$ cat config.mk
export PLATFORM = sky130hd
export DESIGN_NAME = seg_scan_driver
export DESIGN_NICKNAME = d
export VERILOG_FILES = /design/src/rtl/seg_scan_driver.sv
export SDC_FILE = /design/constraint.sdc
export NUM_CORES = 1
export LEC_CHECK = 0
export BUFFER_PORTS_ARGS = -buffer_cell sky130_fd_sc_hd__buf_4
export CORE_ASPECT_RATIO = 1.1
export CORE_MARGIN = 4
export CORE_UTILIZATION = 35
export CTS_BUF_LIST = sky130_fd_sc_hd__clkbuf_4
export DETAILED_ROUTE_END_ITERATION = 12
export MAX_ROUTING_LAYER = met4
export PLACE_DENSITY = 0.65
export SETUP_SLACK_MARGIN = 0.02
export SYNTH_ARGS = -nofsm -noshare
export SYNTH_HDL_FRONTEND = slang
export SYNTH_SLANG_ARGS = --single-unit
$ cat constraint.sdc
create_clock -name i_Clock -period 7.45 [get_ports i_Clock]
set_clock_uncertainty 0.1 [all_clocks]
set_input_delay 0.3725 -clock i_Clock [delete_from_list [all_inputs] [get_ports i_Clock]]
set_output_delay 0.3725 -clock i_Clock [all_outputs]
set_load 0.02 [all_outputs]
$ cat src/rtl/seg_scan_driver.sv
// Multiplexed N-digit 7-segment scan driver with slot-level input snapshot and PWM brightness.
// Define SEG_BLINK_EN to build the blink counter and per-digit blanking of edited digits.
module seg_scan_driver #(
    parameter int DIGITS    = 4,
    parameter int SCAN_DIV  = 256,
    parameter int PWM_BITS  = 3,
    parameter int BLINK_DIV = 16384
) (
    input  logic                  i_Clock,
    input  logic                  i_Reset,
    input  logic [4*DIGITS-1:0]   i_Digits_Bcd,
    input  logic [DIGITS-1:0]     i_Dots,
    input  logic [DIGITS-1:0]     i_Blink_Mask,
    input  logic [PWM_BITS-1:0]   i_Brightness,
    output logic [7:0]            o_Segments,
    output logic [DIGITS-1:0]     o_Digits,
    output logic                  o_Frame_Start
);
    localparam int SB = $clog2(SCAN_DIV);
    localparam int IW = (DIGITS > 1) ? $clog2(DIGITS) : 1;

    logic [SB-1:0]       scan_cnt_r;
    logic [IW-1:0]       digit_idx_r;
    logic [3:0]          snap_bcd_r;
    logic                snap_dot_r;
    logic                snap_mask_r;
    logic                snap_phase_r;
    logic [PWM_BITS-1:0] snap_bright_r;
    logic                blink_phase_s;

    logic                slot_start_s;
    logic [3:0]          cur_bcd_s;
    logic                cur_dot_s;
    logic                cur_mask_s;
    logic                cur_phase_s;
    logic [PWM_BITS-1:0] cur_bright_s;
    logic [PWM_BITS-1:0] pwm_phase_s;
    logic                lit_s;

    function automatic logic [6:0] seg7_decode(input logic [3:0] bcd);
        logic [6:0] segs;
        case (bcd)
            4'd0:    segs = 7'b0111111;
            4'd1:    segs = 7'b0000110;
            4'd2:    segs = 7'b1011011;
            4'd3:    segs = 7'b1001111;
            4'd4:    segs = 7'b1100110;
            4'd5:    segs = 7'b1101101;
            4'd6:    segs = 7'b1111101;
            4'd7:    segs = 7'b0000111;
            4'd8:    segs = 7'b1111111;
            4'd9:    segs = 7'b1101111;
            default: segs = 7'b0000000;
        endcase
        return segs;
    endfunction

`ifdef SEG_BLINK_EN
    localparam int BW = (BLINK_DIV > 1) ? $clog2(BLINK_DIV) : 1;
    logic [BW-1:0] blink_cnt_r;
    logic          blink_phase_r;

    // Blink half-period counter; phase toggles on each wrap.
    always_ff @(posedge i_Clock) begin
        if (i_Reset) begin
            blink_cnt_r   <= {BW{1'b0}};
            blink_phase_r <= 1'b0;
        end else if (blink_cnt_r == BW'(BLINK_DIV - 1)) begin
            blink_cnt_r   <= {BW{1'b0}};
            blink_phase_r <= ~blink_phase_r;
        end else begin
            blink_cnt_r   <= blink_cnt_r + BW'(1);
        end
    end

    assign blink_phase_s = blink_phase_r;
`else
    assign blink_phase_s = 1'b0;
`endif

    // On the first cycle of a slot the live inputs are used so the output register sees them at once.
    always_comb begin
        slot_start_s = (scan_cnt_r == {SB{1'b0}});
        pwm_phase_s  = scan_cnt_r[SB-1 -: PWM_BITS];
        if (slot_start_s) begin
            cur_bcd_s    = i_Digits_Bcd[4*int'(digit_idx_r) +: 4];
            cur_dot_s    = i_Dots[digit_idx_r];
            cur_mask_s   = i_Blink_Mask[digit_idx_r];
            cur_phase_s  = blink_phase_s;
            cur_bright_s = i_Brightness;
        end else begin
            cur_bcd_s    = snap_bcd_r;
            cur_dot_s    = snap_dot_r;
            cur_mask_s   = snap_mask_r;
            cur_phase_s  = snap_phase_r;
            cur_bright_s = snap_bright_r;
        end
        lit_s = (pwm_phase_s <= cur_bright_s) && !(cur_mask_s && cur_phase_s);
    end

    // Scan counter and digit index.
    always_ff @(posedge i_Clock) begin
        if (i_Reset) begin
            scan_cnt_r  <= {SB{1'b0}};
            digit_idx_r <= {IW{1'b0}};
        end else begin
            scan_cnt_r <= scan_cnt_r + SB'(1);
            if (scan_cnt_r == SB'(SCAN_DIV - 1)) begin
                if (digit_idx_r == IW'(DIGITS - 1)) begin
                    digit_idx_r <= {IW{1'b0}};
                end else begin
                    digit_idx_r <= digit_idx_r + IW'(1);
                end
            end else begin
                digit_idx_r <= digit_idx_r;
            end
        end
    end

    // Slot snapshot, held for the remainder of the slot.
    always_ff @(posedge i_Clock) begin
        if (i_Reset) begin
            snap_bcd_r    <= 4'd0;
            snap_dot_r    <= 1'b0;
            snap_mask_r   <= 1'b0;
            snap_phase_r  <= 1'b0;
            snap_bright_r <= {PWM_BITS{1'b0}};
        end else if (slot_start_s) begin
            snap_bcd_r    <= cur_bcd_s;
            snap_dot_r    <= cur_dot_s;
            snap_mask_r   <= cur_mask_s;
            snap_phase_r  <= cur_phase_s;
            snap_bright_r <= cur_bright_s;
        end else begin
            snap_bcd_r    <= snap_bcd_r;
            snap_dot_r    <= snap_dot_r;
            snap_mask_r   <= snap_mask_r;
            snap_phase_r  <= snap_phase_r;
            snap_bright_r <= snap_bright_r;
        end
    end

    // Registered segment, digit-enable and frame-start outputs.
    always_ff @(posedge i_Clock) begin
        if (i_Reset) begin
            o_Segments    <= 8'h00;
            o_Digits      <= {DIGITS{1'b0}};
            o_Frame_Start <= 1'b0;
        end else begin
            o_Frame_Start <= slot_start_s && (digit_idx_r == {IW{1'b0}});
            if (lit_s) begin
                o_Segments <= {cur_dot_s, seg7_decode(cur_bcd_s)};
                o_Digits   <= DIGITS'(1) << digit_idx_r;
            end else begin
                o_Segments <= 8'h00;
                o_Digits   <= {DIGITS{1'b0}};
            end
        end
    end

endmodule

==> results.txt <==
layout cells sized above 1: 0.2953
cts repair resizes: 0
vias in the first global route: 1188
final RePlAce weighted congestion: 0.7528
CTS tree: done
Reg clk slew, reported paths: 0.10 ns
final HPWL from detailed placement: 2.337 mm
Avg Inst Size Synth: 10.78 um^2
grt met3 use: 0.03038
Sink Count: 33
first-pass GRT wire length: 5.237 mm
Synth Cell Area: 1617 um^2
CP max FO: 13
via/cell ratio: 4.854
largest net degree at the start of global routing: 23
Fmax achieved: 344.1 MHz
path depth of the worst reg2reg path: 11
Min-Delay Startpoint: i_Brightness[2]
final setup fails: 0
met1 usage: 0.1481
Tmin final: 2.906 ns
most frequent cells in the layout: buf_4 (41), dfxtp_1 (33), nor2_1 (17)
PwrDens: 200.0 nW/um^2
Final Slew Violations: 0
Hold-fix buffers, CTS: 0
Post-Syn Nets: 192
Port Buffers: 41
setup TNS after final layout: 0 ns
post-synthesis cell type count: 39
Slew Limit Headroom: 0.5980
Primary FF master, synth: dfxtp_1
Antenna Cells: 0
DR WL/cell: 12.45 um
die extent in x: 72.80 um
Tot GR Track Use: 0.1193
run status: finished clean
die area: 5772 um^2
CTS max path bufs: 2
flops & latches, synth: 33
# Post-CTS Setup Buffers: 0
clock latency on the worst-skew pair: 0.33 ns
reg2reg start: scan_cnt_r[0]
met2 Track Usage GR: 0.1832
number of flops mapped to enable cells by yosys: 0
Synth async-reset ratio: 0
final hold slack: 0.2222 ns
Max IR drop VDD: 0.08011 mV
H-Tree Depth: 2
Final Hold Viols: 0
Iter 0 DRT Violations: 17
cell row count: 25
Util after Layout: 0.4574
Layout Nets: 234
period utilization: 0.3901
Req. time, crit path: 7.59 ns
crit end category: flop
area post-placement: 1953 um^2
post-synthesis instance total: 150
Pleak: 0.8858 nW
HP Class: input pin to flop
gr busiest metal: met2
Starting Density: 0.3691
core area: 4379 um^2
Crit path arrival time: 3.05 ns
design area: 2003 um^2
P&R area growth vs syn: 23.92%
post-synthesis sequential area ratio: 0.4087
CTS root buffer: clkbuf_4
yosys warns: 0
cts bufs inserted: 5
max-cap violation count: 0
critical path class: flop to flop
Routed WL: 3.075 mm
DRC Markers: 0
most common cell after layout, fill and taps aside: buf_4
Top Ports: 42
antenna violations before repair: 0
vias: 1199
Crit. Startpoint: scan_cnt_r[0]
Hold Path Depth: 3
Worst setup SP type: flop
Worst-Margin Slew: 0.5862 ns
ANT nets after route: 0
drt first pass iters: 6
RSZ-0062 raised after global routing: no
die height: 79.28 um
GRT overflow: 0
[state kept, by name (all words and copies together), names as in the netlist]
signal and cells:
digit_idx_r 2, o_Segments 8, snap_phase_r 1, snap_dot_r 1, snap_bcd_r 4, snap_mask_r 1, snap_bright_r 3, scan_cnt_r 8
o_Frame_Start 1, o_Digits 4
[metal layers]
| metal | routed length [um] | up-vias | part of all wire |
|---|---|---|---|
| met5 | 0 | - | 0 |
| met4 | 52 | 0 | 0.017 |
| met3 | 197 | 5 | 0.064 |
| met2 | 1406 | 34 | 0.46 |
| met1 | 1419 | 544 | 0.46 |
| li1 | - | 616 | - |
[worst max-delay path: stages (launching register included)]
cell and delay [ns]:
dfxtp_1 0.39, inv_1 0.06, ha_1 0.19, nor4b_4 0.13, nand2_2 0.31, mux2i_1 0.30, ha_1 0.28, nor2b_1 0.13
o21ai_0 0.14, a32oi_1 0.08, nand2b_1 0.36, o32ai_1 0.35
[stage by stage]
stage          cells  total power [W]  setup WS (ns)
2_1_floorplan    150        0.0002752          4.871
3_3_place_gp     239        0.0003105          4.680
3_5_place_dp     239        0.0003120          4.593
4_1_cts          247        0.0004061          4.540
5_1_grt          247        0.0004249          4.226
6_report         247        0.0004005          4.544
[kinds of logic (layout without fill, tap and decap cells)]
logic type      count (synthesis)  count (layout)  share of synthesized area
simple gates                   46              46                     0.1494
compound gates                 17              17                    0.07585
fa+ha+maj                      13              13                     0.1006
xor+xnor                        6               6                    0.03251
mux                            18              18                     0.1834
flops                          33              33                     0.4087
buf+inv                        17              60                    0.04953
[cell usage after synthesis (2+ instances only)]
library cell	count	share of area
buf_6	2	0.014
xor2_1	2	0.011
nor2b_1	3	0.012
dfxtp_1	33	0.41
o21ai_0	3	0.0093
inv_1	10	0.023
nor2_1	17	0.039
or3_1	2	0.0077
clkbuf_1	2	0.0046
nand2_1	5	0.012
ha_1	13	0.10
o32ai_1	5	0.027
mux4_1	5	0.081
a21oi_1	4	0.012
xnor2_1	4	0.022
nor3_1	6	0.019
nand2b_1	2	0.0077
mux2i_1	8	0.050
nand3_1	4	0.012
[layout make-up]
class / count / area [um^2]
timing repair buffer: 41 / 307.8
inverter: 11 / 41.29
sequential: 33 / 660.6
tap: 54 / 67.56
multi-input combinational: 100 / 875.8
clock buffer: 5 / 37.54
fill: 423 / 2376
clock inverter: 3 / 12.51
[power by group]
group          leakage, nW  internal [W]  switching (W)
Sequential           0.271      0.000193     0.00000557
Combinational        0.585     0.0000523      0.0000563
Clock               0.0300     0.0000341      0.0000596
[worst paths after layout]
| path | slack, ns | end |
|---|---|---|
| hold / removal | 0.22 | snap_bright_r[2] |
| setup reg to reg | 4.54 | o_Segments[6] |
| hold reg to reg | 0.33 | snap_phase_r |
| setup / recovery | 4.54 | o_Segments[6] |
(Power assumes the default switching activity.)
